<file path="config.mk">
export PLATFORM = sky130hd
export DESIGN_NAME = shared_muladd_sched
export DESIGN_NICKNAME = d
export VERILOG_FILES = /design/src/rtl/muladd_sched_pkg.sv /design/src/rtl/rr_arbiter.sv /design/src/rtl/shared_muladd_sched.sv
export SDC_FILE = /design/constraint.sdc
export NUM_CORES = 1
export LEC_CHECK = 0
export BUFFER_PORTS_ARGS = -buffer_cell sky130_fd_sc_hd__clkbuf_2
export CORE_MARGIN = 4
export CORE_UTILIZATION = 57
export DETAILED_ROUTE_END_ITERATION = 10
export PLACE_DENSITY = 0.91
export RECOVER_POWER = 100
export SLEW_MARGIN = 20
export SYNTH_ARGS = -nofsm -noshare
export SYNTH_HDL_FRONTEND = slang
export SYNTH_SLANG_ARGS = --single-unit
</file>
<file path="constraint.sdc">
create_clock -name clk -period 9.2 [get_ports clk]
set_input_delay 1.84 -clock clk [delete_from_list [all_inputs] [get_ports clk]]
set_output_delay 1.84 -clock clk [all_outputs]
set_load 0.1 [all_outputs]
</file>
<file path="src/rtl/muladd_sched_pkg.sv">
// -----------------------------------------------------------------------------
// muladd_sched_pkg
// Shared definitions for the shared multiply-add scheduler:
//   - reset defaults for the per-requester scale/offset slots
//   - output-register FSM state encoding
//   - helper deriving the result width from the operand width
// -----------------------------------------------------------------------------
package muladd_sched_pkg;

    // Values loaded into every scale/offset slot on reset
    localparam int DEF_SCALE  = 4;
    localparam int DEF_OFFSET = 3;

    // Output register occupancy
    typedef enum logic {
        ST_EMPTY = 1'b0,
        ST_FULL  = 1'b1
    } state_t;

    // Result width is always two bits wider than the operand width
    function automatic int out_width(input int width);
        return width + 2;
    endfunction

endpackage : muladd_sched_pkg

</file>
<file path="src/rtl/rr_arbiter.sv">
// -----------------------------------------------------------------------------
// rr_arbiter
// Combinational round-robin picker. Scans req starting at rr_ptr and moving
// upward modulo NUM_REQ; the first asserted bit wins. The pointer register
// itself lives in the parent.
// Ports:
//   req     - per-requester request vector
//   rr_ptr  - index where the scan starts
//   enable  - when low, no grant is issued
//   gnt     - one-hot grant
//   gnt_idx - encoded index of the granted requester (0 when none)
//   gnt_any - a grant is being issued this cycle
// -----------------------------------------------------------------------------
module rr_arbiter #(
    parameter int NUM_REQ = 4,
    parameter int ID_W    = 2
) (
    input  logic [NUM_REQ-1:0] req,
    input  logic [ID_W-1:0]    rr_ptr,
    input  logic               enable,
    output logic [NUM_REQ-1:0] gnt,
    output logic [ID_W-1:0]    gnt_idx,
    output logic               gnt_any
);

    // Rotating priority scan: first requester at or above rr_ptr (wrapping) wins
    always_comb begin
        int cand_s;
        gnt     = {NUM_REQ{1'b0}};
        gnt_idx = {ID_W{1'b0}};
        gnt_any = 1'b0;
        cand_s  = 0;
        for (int i = 0; i < NUM_REQ; i++) begin
            // rr_ptr never exceeds NUM_REQ-1, so one subtraction wraps it
            cand_s = int'(rr_ptr) + i;
            if (cand_s >= NUM_REQ) begin
                cand_s = cand_s - NUM_REQ;
            end else begin
                cand_s = cand_s;
            end
            if (enable && !gnt_any && req[cand_s]) begin
                gnt[cand_s] = 1'b1;
                gnt_idx     = ID_W'(cand_s);
                gnt_any     = 1'b1;
            end else begin
                gnt_any = gnt_any;
            end
        end
    end

endmodule : rr_arbiter

</file>
<file path="src/rtl/shared_muladd_sched.sv">
// -----------------------------------------------------------------------------
// shared_muladd_sched
// One registered multiply-add unit, res = a*scale + offset (mod 2^OUT_WIDTH),
// shared round-robin among NUM_REQ requesters. Each requester owns a
// scale/offset slot written through the config port. A single output register
// feeds a consumer that may stall; with res_ready held high one result is
// produced per cycle.
// Ports:
//   clk, reset                     - clock, synchronous active-high reset
//   req, req_a                     - requests and flattened operands
//                                    (slot i = req_a[i*WIDTH +: WIDTH])
//   gnt                            - one-hot accept strobe (combinational)
//   cfg_we, cfg_sel,
//   cfg_scale, cfg_offset          - per-slot coefficient write port
//   res_valid, res_ready,
//   res_id, res_data               - result handshake and payload
//   busy                           - result held or any request pending
// -----------------------------------------------------------------------------
module shared_muladd_sched
    import muladd_sched_pkg::*;
#(
    parameter int NUM_REQ    = 4,
    parameter int WIDTH      = 4,
    parameter int OUT_WIDTH  = muladd_sched_pkg::out_width(WIDTH),
    parameter int DEF_SCALE  = muladd_sched_pkg::DEF_SCALE,
    parameter int DEF_OFFSET = muladd_sched_pkg::DEF_OFFSET,
    parameter int ID_W       = $clog2(NUM_REQ)
) (
    input  logic                     clk,
    input  logic                     reset,
    input  logic [NUM_REQ-1:0]       req,
    input  logic [NUM_REQ*WIDTH-1:0] req_a,
    output logic [NUM_REQ-1:0]       gnt,
    input  logic                     cfg_we,
    input  logic [ID_W-1:0]          cfg_sel,
    input  logic [WIDTH-1:0]         cfg_scale,
    input  logic [WIDTH-1:0]         cfg_offset,
    output logic                     res_valid,
    input  logic                     res_ready,
    output logic [ID_W-1:0]          res_id,
    output logic [OUT_WIDTH-1:0]     res_data,
    output logic                     busy
);

    localparam int EXT_W = OUT_WIDTH - WIDTH;

    state_t               state_r;
    state_t               state_next_s;
    logic [ID_W-1:0]      rr_ptr_r;
    logic [ID_W-1:0]      ptr_next_s;
    logic [WIDTH-1:0]     scale_r  [NUM_REQ];
    logic [WIDTH-1:0]     offset_r [NUM_REQ];
    logic [WIDTH-1:0]     a_arr_s  [NUM_REQ];

    logic                 stall_s;
    logic                 arb_en_s;
    logic                 accept_s;
    logic [ID_W-1:0]      gnt_idx_s;
    logic [OUT_WIDTH-1:0] a_ext_s;
    logic [OUT_WIDTH-1:0] scale_ext_s;
    logic [OUT_WIDTH-1:0] offset_ext_s;
    logic [OUT_WIDTH-1:0] res_next_s;
    logic [31:0]          cfg_sel_ext_s;

    // Unpack the flattened operand bus into per-requester slots
    for (genvar g = 0; g < NUM_REQ; g++) begin : g_unpack
        assign a_arr_s[g] = req_a[g*WIDTH +: WIDTH];
    end

    // No grants while the held result is stalled or during the reset cycle
    assign stall_s  = (state_r == ST_FULL) && !res_ready;
    assign arb_en_s = !stall_s && !reset;

    rr_arbiter #(
        .NUM_REQ (NUM_REQ),
        .ID_W    (ID_W)
    ) u_arb (
        .req     (req),
        .rr_ptr  (rr_ptr_r),
        .enable  (arb_en_s),
        .gnt     (gnt),
        .gnt_idx (gnt_idx_s),
        .gnt_any (accept_s)
    );

    // Zero-extend operands to the result width; the product and the sum both
    // wrap naturally at OUT_WIDTH bits, so no saturation logic is needed.
    // Coefficients are read from the slot registers before any same-cycle
    // config write lands, so such a write only affects later accepts.
    always_comb begin
        a_ext_s      = {{EXT_W{1'b0}}, a_arr_s[gnt_idx_s]};
        scale_ext_s  = {{EXT_W{1'b0}}, scale_r[gnt_idx_s]};
        offset_ext_s = {{EXT_W{1'b0}}, offset_r[gnt_idx_s]};
        res_next_s   = (a_ext_s * scale_ext_s) + offset_ext_s;
    end

    // Pointer moves to the slot after the accepted one, wrapping to zero
    always_comb begin
        ptr_next_s = rr_ptr_r;
        if (gnt_idx_s == ID_W'(NUM_REQ - 1)) begin
            ptr_next_s = {ID_W{1'b0}};
        end else begin
            ptr_next_s = gnt_idx_s + {{(ID_W-1){1'b0}}, 1'b1};
        end
    end

    // Output register occupancy: an accept always (re)fills it; it drains
    // only when the consumer takes the result and nothing new is accepted
    always_comb begin
        state_next_s = state_r;
        case (state_r)
            ST_EMPTY: begin
                if (accept_s) begin
                    state_next_s = ST_FULL;
                end else begin
                    state_next_s = ST_EMPTY;
                end
            end
            ST_FULL: begin
                if (!res_ready) begin
                    state_next_s = ST_FULL;
                end else if (accept_s) begin
                    state_next_s = ST_FULL;
                end else begin
                    state_next_s = ST_EMPTY;
                end
            end
            default: begin
                state_next_s = ST_EMPTY;
            end
        endcase
    end

    // FSM state, round-robin pointer and result payload registers
    always_ff @(posedge clk) begin
        if (reset) begin
            state_r  <= ST_EMPTY;
            rr_ptr_r <= {ID_W{1'b0}};
            res_id   <= {ID_W{1'b0}};
            res_data <= {OUT_WIDTH{1'b0}};
        end else begin
            state_r <= state_next_s;
            if (accept_s) begin
                rr_ptr_r <= ptr_next_s;
                res_id   <= gnt_idx_s;
                res_data <= res_next_s;
            end else begin
                rr_ptr_r <= rr_ptr_r;
                res_id   <= res_id;
                res_data <= res_data;
            end
        end
    end

    assign cfg_sel_ext_s = 32'(cfg_sel);

    // Per-requester coefficient slots; out-of-range selects are dropped
    always_ff @(posedge clk) begin
        if (reset) begin
            for (int i = 0; i < NUM_REQ; i++) begin
                scale_r[i]  <= WIDTH'(DEF_SCALE);
                offset_r[i] <= WIDTH'(DEF_OFFSET);
            end
        end else if (cfg_we && (cfg_sel_ext_s < 32'(NUM_REQ))) begin
            scale_r[cfg_sel]  <= cfg_scale;
            offset_r[cfg_sel] <= cfg_offset;
        end else begin
            for (int i = 0; i < NUM_REQ; i++) begin
                scale_r[i]  <= scale_r[i];
                offset_r[i] <= offset_r[i];
            end
        end
    end

    assign res_valid = (state_r == ST_FULL);
    assign busy      = res_valid || (|req);

endmodule : shared_muladd_sched
</file>
==> results of run 1 <==
[layout by cell type, fill, tap and decap left out, drive strengths merged, types with 3 or more instances in the layout]
cell    synthesis  final
clkbuf          7     54
nand2          34     34
edfxtp         32     32
and2           21     21
nor2           18     18
ha             18     18
inv            16     17
mux2i          15     15
a21oi          14     14
nand2b         12     12
dfxtp          11     11
mux2           11     11
o21ai          10     10
nor2b           7      7
or3             7      7
xnor2           6      6
fa              6      6
mux4            5      5
or2             5      5
a222oi          4      4
a211oi          3      3
[worst reg2reg max path: cells and delay by family, from the launching register on]
family          cells  cell delay (ns)
compound gates      5             1.04
mux                 2             0.76
xor+xnor            2             0.26
simple gates        3             1.26
buf+inv             3             0.52
flops               1             0.62
fa+ha+maj           5             2.34
[final cells by class]
cell class	instances	area share (%)
clock inverters	3	1.39
repair buffers	51	7.11
clock buffers	5	2.06
inverters	16	1.80
flip-flops and latches	43	35.3
well taps	67	2.51
multi-input cells	216	49.8
[cells by family after synthesis]
kind of cell | after synthesis | share of synthesized area [%]
compound gates | 41 | 9.04
xor+xnor | 6 | 1.77
fa+ha+maj | 24 | 11.7
buf+inv | 28 | 3.97
flops | 43 | 39.9
mux | 31 | 13.1
simple gates | 114 | 20.6
[power groups by stage]
stage	Sequential [mW]	Clock, mW	Combinational (mW)
2_1_floorplan	0.322	0	0.493
3_3_place_gp	0.254	0	0.657
3_5_place_dp	0.255	0	0.690
4_1_cts	0.250	0.153	0.695
5_1_grt	0.253	0.161	0.764
6_report	0.250	0.151	0.685
[worst max-delay path by stage]
stage | cells after the start | end | from | slack [ns]
5_1_grt | 20 | res_data[5] | req[2] | 0.97
4_1_cts | 20 | res_data[5] | req[2] | 1.90
3_5_place_dp | 20 | res_data[5] | req[2] | 1.58
3_3_place_gp | 20 | res_data[5] | req[2] | 1.82
6_report | 20 | res_data[5] | req[2] | 1.34
2_1_floorplan | 20 | res_data[5] | req[3] | 1.97
[cell usage after synthesis, types with 2 or more instances]
library cell / n / area share (%)
sky130_fd_sc_hd__o21ai_0: 6 / 1.0
sky130_fd_sc_hd__inv_1: 15 / 1.9
sky130_fd_sc_hd__clkbuf_1: 6 / 0.76
sky130_fd_sc_hd__a21o_1: 2 / 0.51
sky130_fd_sc_hd__and2_1: 21 / 4.4
sky130_fd_sc_hd__nor3_1: 2 / 0.34
sky130_fd_sc_hd__or2_2: 5 / 1.1
sky130_fd_sc_hd__o21ai_1: 4 / 0.68
sky130_fd_sc_hd__mux4_2: 5 / 3.8
sky130_fd_sc_hd__or3_1: 6 / 1.3
sky130_fd_sc_hd__nand2_1: 33 / 4.2
sky130_fd_sc_hd__a222oi_1: 4 / 1.4
sky130_fd_sc_hd__mux2i_1: 15 / 5.1
sky130_fd_sc_hd__ha_1: 18 / 7.6
sky130_fd_sc_hd__a211oi_1: 3 / 0.76
sky130_fd_sc_hd__xnor2_1: 6 / 1.8
sky130_fd_sc_hd__dfxtp_1: 11 / 7.4
sky130_fd_sc_hd__nor2b_1: 7 / 1.5
sky130_fd_sc_hd__o211ai_1: 2 / 0.51
sky130_fd_sc_hd__nand2b_1: 12 / 2.5
sky130_fd_sc_hd__and3_1: 2 / 0.42
sky130_fd_sc_hd__edfxtp_1: 32 / 32
sky130_fd_sc_hd__buf_2: 3 / 0.51
sky130_fd_sc_hd__mux2_2: 10 / 3.8
sky130_fd_sc_hd__nor2_1: 18 / 2.3
sky130_fd_sc_hd__o221ai_1: 2 / 0.59
sky130_fd_sc_hd__a21oi_1: 14 / 2.4
sky130_fd_sc_hd__fa_1: 6 / 4.1
sky130_fd_sc_hd__a31oi_1: 2 / 0.42
sky130_fd_sc_hd__o31ai_2: 2 / 0.84
[metal layers]
| metal | GRT usage (%) | up-vias | wire length [um] |
|---|---|---|---|
| met5 | 0 | - | 0 |
| met4 | 9.97 | 0 | 174 |
| met3 | 4.71 | 18 | 307 |
| met2 | 33.3 | 69 | 3160 |
| met1 | 27.5 | 1056 | 2570 |
| li1 | - | 1105 | - |
[flip-flops by register name, summed over array words and instances (netlist names)]
register   count
scale_r       16
res_data       6
offset_r      16
rr_ptr_r       2
res_id         2
res_valid      1
==> impl_metrics.ini, run 1 <==
[die]
ioPinCount = 48
design.die.area_um2 = 6410
die_width_um = 80.1
core_region_area_um2 = 4880
rows = 25
floorplan.initialDensity_pct = 60.7
die_height_um = 80.1

[layout]
sequential_cell_area_um2 = 1180
multi_input_area_um2 = 1660
drive_above_1_share_pct = 19.2
final_nets = 391
fin_cells = 401
antennaDiodeCount = 0
area_of_all_placed_cells_without_fillers_um2 = 3340
fillers = 389
area_growth_synth_to_finish_pct = 12.8
final_util_pct = 68.5

[place]
hpwl_mm = 4.83
port-buffer-count = 47
place_worst_setup_slack_ns = 1.58
gp_congestion = 0.865
detailed_place.area_um2 = 3270
place_inst = 393

[sta]
postLayoutSetupSlackWorst_ns = 1.34
slew_viol_final = 0
maximum_clock_skew_at_final_layout_ns = 0.0109
grt_setup_unrepaired = false
clock.fmax_ghz = 0.127
tightestPinTransition_ns = 1.17
finalCritPeriodShare_pct = 85.4
hold_slack_ns = 0.455
finalSetupViolations = 0
totalNegativeSetupSlack_ns = 0
finalHoldViolCount = 0
finalCriticalPeriod_ns = 7.86
max_slew_margin_pct = 21.3

[power]
share_seq_of_total_power_pct = 23.0
power_per_cell_area_nw_per_um2 = 325
report.power.total_mw = 1.09
power_report.internal_total_mw = 0.584
power.clock.fraction_pct = 13.9
sw_frac_of_total_pct = 46.3
switchingPower_mw = 0.502
cellLeakagePower_nw = 1.36
irDropWorstVdd_mv = 0.183
power.share.combinational_pct = 63.1

[setup_path]
cp_num_buf_inv = 3
rrSetupSlack_ns = 2.30
required_ns = 9.42
endpoint_kind = flip-flop
cp-start-kind = primary input
r2r-start = rr_ptr_r[1]
cp_max_fo = 25
cell_depth_of_the_worst_flop_to_flop_path = 20
worst_r2r_endpoint = res_data[5]
crit_type = primary input to flip-flop
crit_path_max_delay_family = adder cells
worst_path_most_repeated_cell = sky130_fd_sc_hd__fa_1
critical_path_arrival_ns = 8.07
crit_path_max_incr_delay_ns = 0.67
crit_path_cell_trace = clkbuf_1, mux4_2, or3_1, nor3b_1, o31ai_4, buf_4, mux2_1, o21ai_0, or2_2, fa_1, fa_1, fa_1, inv_1, ha_1, a21o_1, a21oi_1, xnor2_1, xnor2_1, or4_1, a31oi_1
worst_path_max_delay_cell = sky130_fd_sc_hd__nor3b_1

[synthesis]
postSynthCellCount = 287
synth_fp_nets = 345
syn_avg_cell_area_um2 = 10.3
yosys_register_bits = 43
synth_cell_type_count = 43
yosys_warnings = 0
synth_cell_area_um2 = 2960
synth-seq-area-share_pct = 39.9
async_flop_share_pct = 0
synth-edff-count = 32
yosys_most_used_dff = sky130_fd_sc_hd__edfxtp_1

[outcome]
outcome = finished, final reports clean

[min_path]
worst_hold_path.num_cells = 2
hold_class = flip-flop to flip-flop
worstHoldStart = res_data[0]
hold_path_end = res_data[0]

[clock_tree]
cts_made_buffers = 5
clk_pin_slew_worst_paths_ns = 0.08
root_buffer = sky130_fd_sc_hd__clkbuf_8
cts.hold.buffers_added = 0
ctsHtreeMaxLevel = 2
tritoncts = done
post_cts.repair.setup_buffers = 0
clk-insertion-delay-late_ns = 0.31
cts.sinks = 43
cts-root-to-sink-buffers = 2
post_cts.resized_instances = 0

[grt]
grt_pass1_vias = 2194
grt_util_all_layers_pct = 21.1
grt_pass1_wl_mm = 10.5
grt_start_max_net_pins = 26
global_route.overflow_total = 0
grt_antenna_before_repair = 0

[route]
detailroute.via_count = 2248
drcViolationCount = 0
drt_pre_antenna_iters = 4
detail_route.vias_per_cell = 5.61
post_drt_wl_per_cell_um = 15.5
final_antenna_net_count = 0
drt-total-wl_mm = 6.21
initialDrtViolationCount = 228

[job]
maxCapViolCount = 0
Note: power is estimated with default switching activity, not from simulation.
==> run 2: changes to the inputs <==
--- a/config.mk
+++ b/config.mk
@@ -6,8 +6,10 @@
 export NUM_CORES = 1
 export LEC_CHECK = 0
 export BUFFER_PORTS_ARGS = -buffer_cell sky130_fd_sc_hd__clkbuf_2
+export CELL_PAD_IN_SITES_DETAIL_PLACEMENT = 0
+export CELL_PAD_IN_SITES_GLOBAL_PLACEMENT = 1
 export CORE_MARGIN = 4
-export CORE_UTILIZATION = 57
+export CORE_UTILIZATION = 44
 export DETAILED_ROUTE_END_ITERATION = 10
 export PLACE_DENSITY = 0.91
 export RECOVER_POWER = 100
==> impl_metrics.ini, run 2 (synthesis gave the netlist of run 1 again) <==
[grt]
grt_pass1_wl_mm = 10.0
global_route.overflow_total = 0
grt_util_all_layers_pct = 14.8
grt_antenna_before_repair = 0
grt_pass1_vias = 2169
grt_start_max_net_pins = 26

[route]
drt_pre_antenna_iters = 6
wl_met2_mm = 2.83
initialDrtViolationCount = 122
drcViolationCount = 0
drt-total-wl_mm = 5.84
post_drt_wl_per_cell_um = 14.2
final_antenna_net_count = 0
detailroute.via_count = 2170
top_layer_used = met4
m1WireLength_mm = 2.71
detail_route.vias_per_cell = 5.29
wl_met3_um = 276

[layout]
layout.cells.most_common = sky130_fd_sc_hd__nand2_1
area_growth_synth_to_finish_pct = 13.4
reg_top3 = offset_r x16, scale_r x16, res_data x6
final_util_pct = 52.0
final_nets = 390
final_cell_mix = sky130_fd_sc_hd__nand2_1, sky130_fd_sc_hd__edfxtp_1, sky130_fd_sc_hd__clkbuf_2
drive_above_1_share_pct = 19.2
antennaDiodeCount = 0

[sta]
slew_viol_final = 0
maximum_clock_skew_at_final_layout_ns = 0.00640
finalCritPeriodShare_pct = 79.9
clock.fmax_ghz = 0.136
totalNegativeSetupSlack_ns = 0
grt_setup_unrepaired = false
finalCriticalPeriod_ns = 7.35
finalSetupViolations = 0
max_slew_margin_pct = 18.3
tightestPinTransition_ns = 1.21
finalHoldViolCount = 0

[setup_path]
endpoint_kind = flip-flop
r2r-start = rr_ptr_r[1]
cp_max_fo = 18
required_ns = 9.42
startpoint_of_the_most_critical_setup_path = reset
cp-start-kind = primary input
critical_path_arrival_ns = 7.58
crit_type = primary input to flip-flop

[die]
die_height_um = 90.0
core_region_area_um2 = 6460
design.die.area_um2 = 8110
rows = 29
die_width_um = 90.0
floorplan.initialDensity_pct = 45.9
ioPinCount = 48

[power]
cellLeakagePower_nw = 1.37
irDropWorstVdd_mv = 0.137
power_per_cell_area_nw_per_um2 = 317

[clock_tree]
ctsHtreeMaxLevel = 2
cts_made_buffers = 5
cts.sinks = 43
cts-root-to-sink-buffers = 2
tritoncts = done
root_buffer = sky130_fd_sc_hd__clkbuf_8
cts.hold.buffers_added = 0
clk-insertion-delay-late_ns = 0.30
post_cts.resized_instances = 0
post_cts.repair.setup_buffers = 0
clk_pin_slew_worst_paths_ns = 0.09

[min_path]
worstHoldStart = res_data[4]
hold_class = flip-flop to flip-flop

[place]
gp_congestion = 0.836
hpwl_mm = 4.56
port-buffer-count = 47

[job]
maxCapViolCount = 0

[outcome]
outcome = finished, final reports clean
run 2: cell types whose count changed in the layout (fill, tap and decap cells not counted):
cell,delta
sky130_fd_sc_hd__nor3b_4,+1
sky130_fd_sc_hd__and2_0,-1
sky130_fd_sc_hd__clkinvlp_4,-1
sky130_fd_sc_hd__clkinv_4,+1
sky130_fd_sc_hd__nor3b_1,-1
sky130_fd_sc_hd__buf_4,-1
sky130_fd_sc_hd__and2_1,+1
run 2: metrics by stage:
step	cell area (um2)	worst slack (ns)	power (mW)	hold slack, ns	instances
after floorplan	2960	1.97	0.816	0.720	287
after global placement	3280	1.80	0.914	0.442	402
after detailed placement	3280	1.67	0.925	0.452	402
after CTS	3390	1.99	1.08	0.465	410
after global routing	3360	1.39	1.17	0.478	410
final	3360	1.85	1.07	0.460	410
run 2: worst paths after layout:
kind / slack [ns] / end / cells after the start
setup / recovery: 1.85 / res_data[5] / 19
hold / removal: 0.46 / res_data[4] / 2
setup reg to reg: 2.52 / res_data[5] / 21
hold reg to reg: 0.46 / res_data[4] / 2
run 2: report_power, final:
part           internal, mW  switching, mW
logic                 0.265          0.397
clock network        0.0824         0.0714
registers             0.233         0.0179
total                 0.580          0.486
run 2: routing by layer:
metal | vias to the layer above | track usage [%]
li1 | 1103 | -
met1 | 1015 | 19.4
met2 | 50 | 24.8
met3 | 2 | 4.09
met4 | 0 | 2.55
met5 | - | 0
run 2: final cells by class:
type | count | area (um2)
clock inverters | 3 | 47.5
clock buffers | 5 | 68.8
inverters | 16 | 60.1
fillers | 587 | 3100
well taps | 77 | 96.3
multi-input cells | 216 | 1680
repair buffers | 50 | 230
flip-flops and latches | 43 | 1180
run 2: critical path, stage by stage:
cell and delay (ns):
sky130_fd_sc_hd__clkbuf_1 0.35, sky130_fd_sc_hd__or2_2 0.46, sky130_fd_sc_hd__o31ai_4 0.63, sky130_fd_sc_hd__clkbuf_1 0.42, sky130_fd_sc_hd__mux2i_1 0.14, sky130_fd_sc_hd__nand2_1 0.08
sky130_fd_sc_hd__o21ai_0 0.20, sky130_fd_sc_hd__or2_2 0.37, sky130_fd_sc_hd__fa_1 0.46, sky130_fd_sc_hd__fa_1 0.52, sky130_fd_sc_hd__fa_1 0.55, sky130_fd_sc_hd__inv_1 0.04
sky130_fd_sc_hd__ha_1 0.32, sky130_fd_sc_hd__a21o_1 0.19, sky130_fd_sc_hd__a21oi_1 0.16, sky130_fd_sc_hd__xnor2_1 0.15, sky130_fd_sc_hd__xnor2_1 0.10, sky130_fd_sc_hd__or4_1 0.39
sky130_fd_sc_hd__a31oi_1 0.16
==> run 3: changes to the inputs <==
--- a/config.mk
+++ b/config.mk
@@ -9,9 +9,9 @@
 export CELL_PAD_IN_SITES_DETAIL_PLACEMENT = 0
 export CELL_PAD_IN_SITES_GLOBAL_PLACEMENT = 1
 export CORE_MARGIN = 4
-export CORE_UTILIZATION = 44
+export CORE_UTILIZATION = 40
 export DETAILED_ROUTE_END_ITERATION = 10
-export PLACE_DENSITY = 0.91
+export PLACE_DENSITY = 0.87
 export RECOVER_POWER = 100
 export SLEW_MARGIN = 20
 export SYNTH_ARGS = -nofsm -noshare
==> constraint.sdc (replaced) <==
create_clock -name clk -period 5.94 [get_ports clk]
set_input_delay 1.188 -clock clk [delete_from_list [all_inputs] [get_ports clk]]
set_output_delay 1.188 -clock clk [all_outputs]
set_load 0.1 [all_outputs]
==> impl_metrics.ini, run 3 (synthesis gave the netlist of run 1 again) <==
[die]
rows = 31
die_height_um = 94.0
floorplan.initialDensity_pct = 41.1
design.die.area_um2 = 8840
core_region_area_um2 = 7210
ioPinCount = 48
die_width_um = 94.0

[grt]
groute.layer.met1.usage_pct = 20.4
grt_start_max_net_pins = 16
globalRoute.busiestLayer = met2
grt_pass1_wl_mm = 11.1
global_route.overflow_total = 0
grt_antenna_before_repair = 0
grt_pass1_vias = 2301
gr-usage-met3_pct = 2.24
groute.layer.met2.usage_pct = 27.9
grt_util_all_layers_pct = 16.0

[power]
power.share.combinational_pct = 68.0
sw_frac_of_total_pct = 43.6
share_seq_of_total_power_pct = 19.8
switchingPower_mw = 0.833
irDropWorstVdd_mv = 0.234
cellLeakagePower_nw = 1.60
power.clock.fraction_pct = 12.2
power_report.internal_total_mw = 1.08
power_per_cell_area_nw_per_um2 = 504

[setup_path]
crit_path_cell_trace = clkbuf_2, mux4_2, or3_4, nor4_4, buf_4, o31ai_4, mux2i_1, nand2_1, o21ai_4, or2_4, fa_1, fa_1, fa_1, inv_2, ha_4, a21o_1, a21oi_2, xnor2_1, xnor2_1, or4_1, a31oi_1
required_ns = 6.17
endpoint_kind = flip-flop
worst_path_max_delay_cell = sky130_fd_sc_hd__fa_1
worst_path_most_repeated_cell = sky130_fd_sc_hd__fa_1
cp_max_fo = 6
cp-start-kind = primary input
crit_type = primary input to flip-flop
critical_path_arrival_ns = 6.19
crit_path_max_incr_delay_ns = 0.54

[clock_tree]
cts.hold.buffers_added = 0
cts.sinks = 43
ctsHtreeMaxLevel = 2
clk_pin_slew_worst_paths_ns = 0.08
tritoncts = done
root_buffer = sky130_fd_sc_hd__clkbuf_8
clk-insertion-delay-late_ns = 0.30
cts_made_buffers = 5
cts-root-to-sink-buffers = 2

[layout]
reg_top3 = offset_r x16, scale_r x16, res_data x6
fin_cells = 474
final_nets = 432
layout.cells.most_common = sky130_fd_sc_hd__buf_4
final_cell_mix = sky130_fd_sc_hd__buf_4, sky130_fd_sc_hd__nand2_1, sky130_fd_sc_hd__clkbuf_2, sky130_fd_sc_hd__edfxtp_1
area_growth_synth_to_finish_pct = 28.0
final_util_pct = 52.5
antennaDiodeCount = 0
drive_above_1_share_pct = 30.4

[sta]
finalSetupViolations = 1
clock.fmax_ghz = 0.168
tightestPinTransition_ns = 1.21
max_slew_margin_pct = 18.6
slew_viol_final = 0
finalCriticalPeriod_ns = 5.96
finalCritPeriodShare_pct = 100
maximum_clock_skew_at_final_layout_ns = 0.00792
postLayoutSetupSlackWorst_ns = -0.0219
finalHoldViolCount = 0
grt_setup_unrepaired = true

[route]
drcViolationCount = 0
detailroute.via_count = 2344
post_drt_wl_per_cell_um = 14.5
final_antenna_net_count = 0
drt-total-wl_mm = 6.86
detail_route.vias_per_cell = 4.95
drt_pre_antenna_iters = 4
initialDrtViolationCount = 107

[place]
gp_congestion = 0.844
port-buffer-count = 47
place_inst = 460
hpwl_mm = 5.13

[outcome]
outcome = finished, violations left
violated_checks = negative setup slack

[min_path]
hold_class = flip-flop to flip-flop

[job]
maxCapViolCount = 0
## run 3: changes by cell type in the layout (fill, tap and decap cells not counted), moves of 2 or more
| cell | before | now |
|---|---|---|
| sky130_fd_sc_hd__buf_4 | 1 | 40 |
| sky130_fd_sc_hd__mux2_2 | 10 | 8 |
| sky130_fd_sc_hd__mux2_4 | 0 | 2 |
| sky130_fd_sc_hd__o21ai_0 | 7 | 5 |
| sky130_fd_sc_hd__o21ai_4 | 0 | 2 |
| sky130_fd_sc_hd__or2_2 | 3 | 1 |
| sky130_fd_sc_hd__or2_4 | 0 | 2 |
## run 3: path summary, 6_finish.rpt
check | slack (ns) | cells after the start | to | from
setup / recovery | -0.02 | 21 | res_data[5] | req[3]
setup reg to reg | 0.29 | 20 | res_data[5] | rr_ptr_r[0]
hold reg to reg | 0.45 | 2 | res_data[3] | res_data[3]
hold / removal | 0.45 | 2 | res_data[3] | res_data[3]
## run 3: area by class of cell
class	count	area (um2)
clock inverters	3	47.5
repair buffers	91	536
clock buffers	5	68.8
well taps	99	124
fillers	667	3420
multi-input cells	217	1770
flip-flops and latches	43	1180
inverters	16	60.1
## run 3: metal layers
metal | part of all wire, % | wire length [um]
met2 | 51 | 3470
met4 | 1.7 | 116
met1 | 44 | 3050
met3 | 3.3 | 223
met5 | 0 | 0
## run 3: power groups by stage
stage | sequential (mW) | combinational [mW] | clock [mW]
2_1_floorplan | 0.499 | 0.852 | 0
3_3_place_gp | 0.384 | 1.27 | 0
3_5_place_dp | 0.385 | 1.30 | 0
4_1_cts | 0.379 | 1.32 | 0.239
5_1_grt | 0.382 | 1.45 | 0.252
6_report | 0.378 | 1.30 | 0.233
## run 3: worst max-delay path: cells and delay by family
family	cells	cell delay (ns)
buffers and inverters	3	0.33
xor gates and xnor gates	2	0.25
and+or+nand+nor	5	1.45
adders and majority gates	4	1.73
muxes	2	0.63
AOI/OAI and AO/OA	5	0.63
## run 3: per-stage QoR
step                setup WS, ns   TNS, ns  cell area (um2)  hold WS (ns)  power (mW)
floorplan                 -0.334    -0.334             3060         0.720        1.35
global placement          -0.279    -0.279             3640         0.441        1.65
detailed placement        -0.392    -0.392             3640         0.448        1.69
CTS                     -0.00105  -0.00105             3810         0.460        1.94
global route              -0.218    -0.218             3790         0.484        2.08
finish                   -0.0219   -0.0219             3790         0.454        1.91
## run 3: repair_timing
action	4_1_cts	5_1_grt
resized for setup	1	1
pin swaps	2	2
setup endpoints to repair	1	1
setup buffers	4	1
cloned	1	0
hold endpoints to repair	0	0
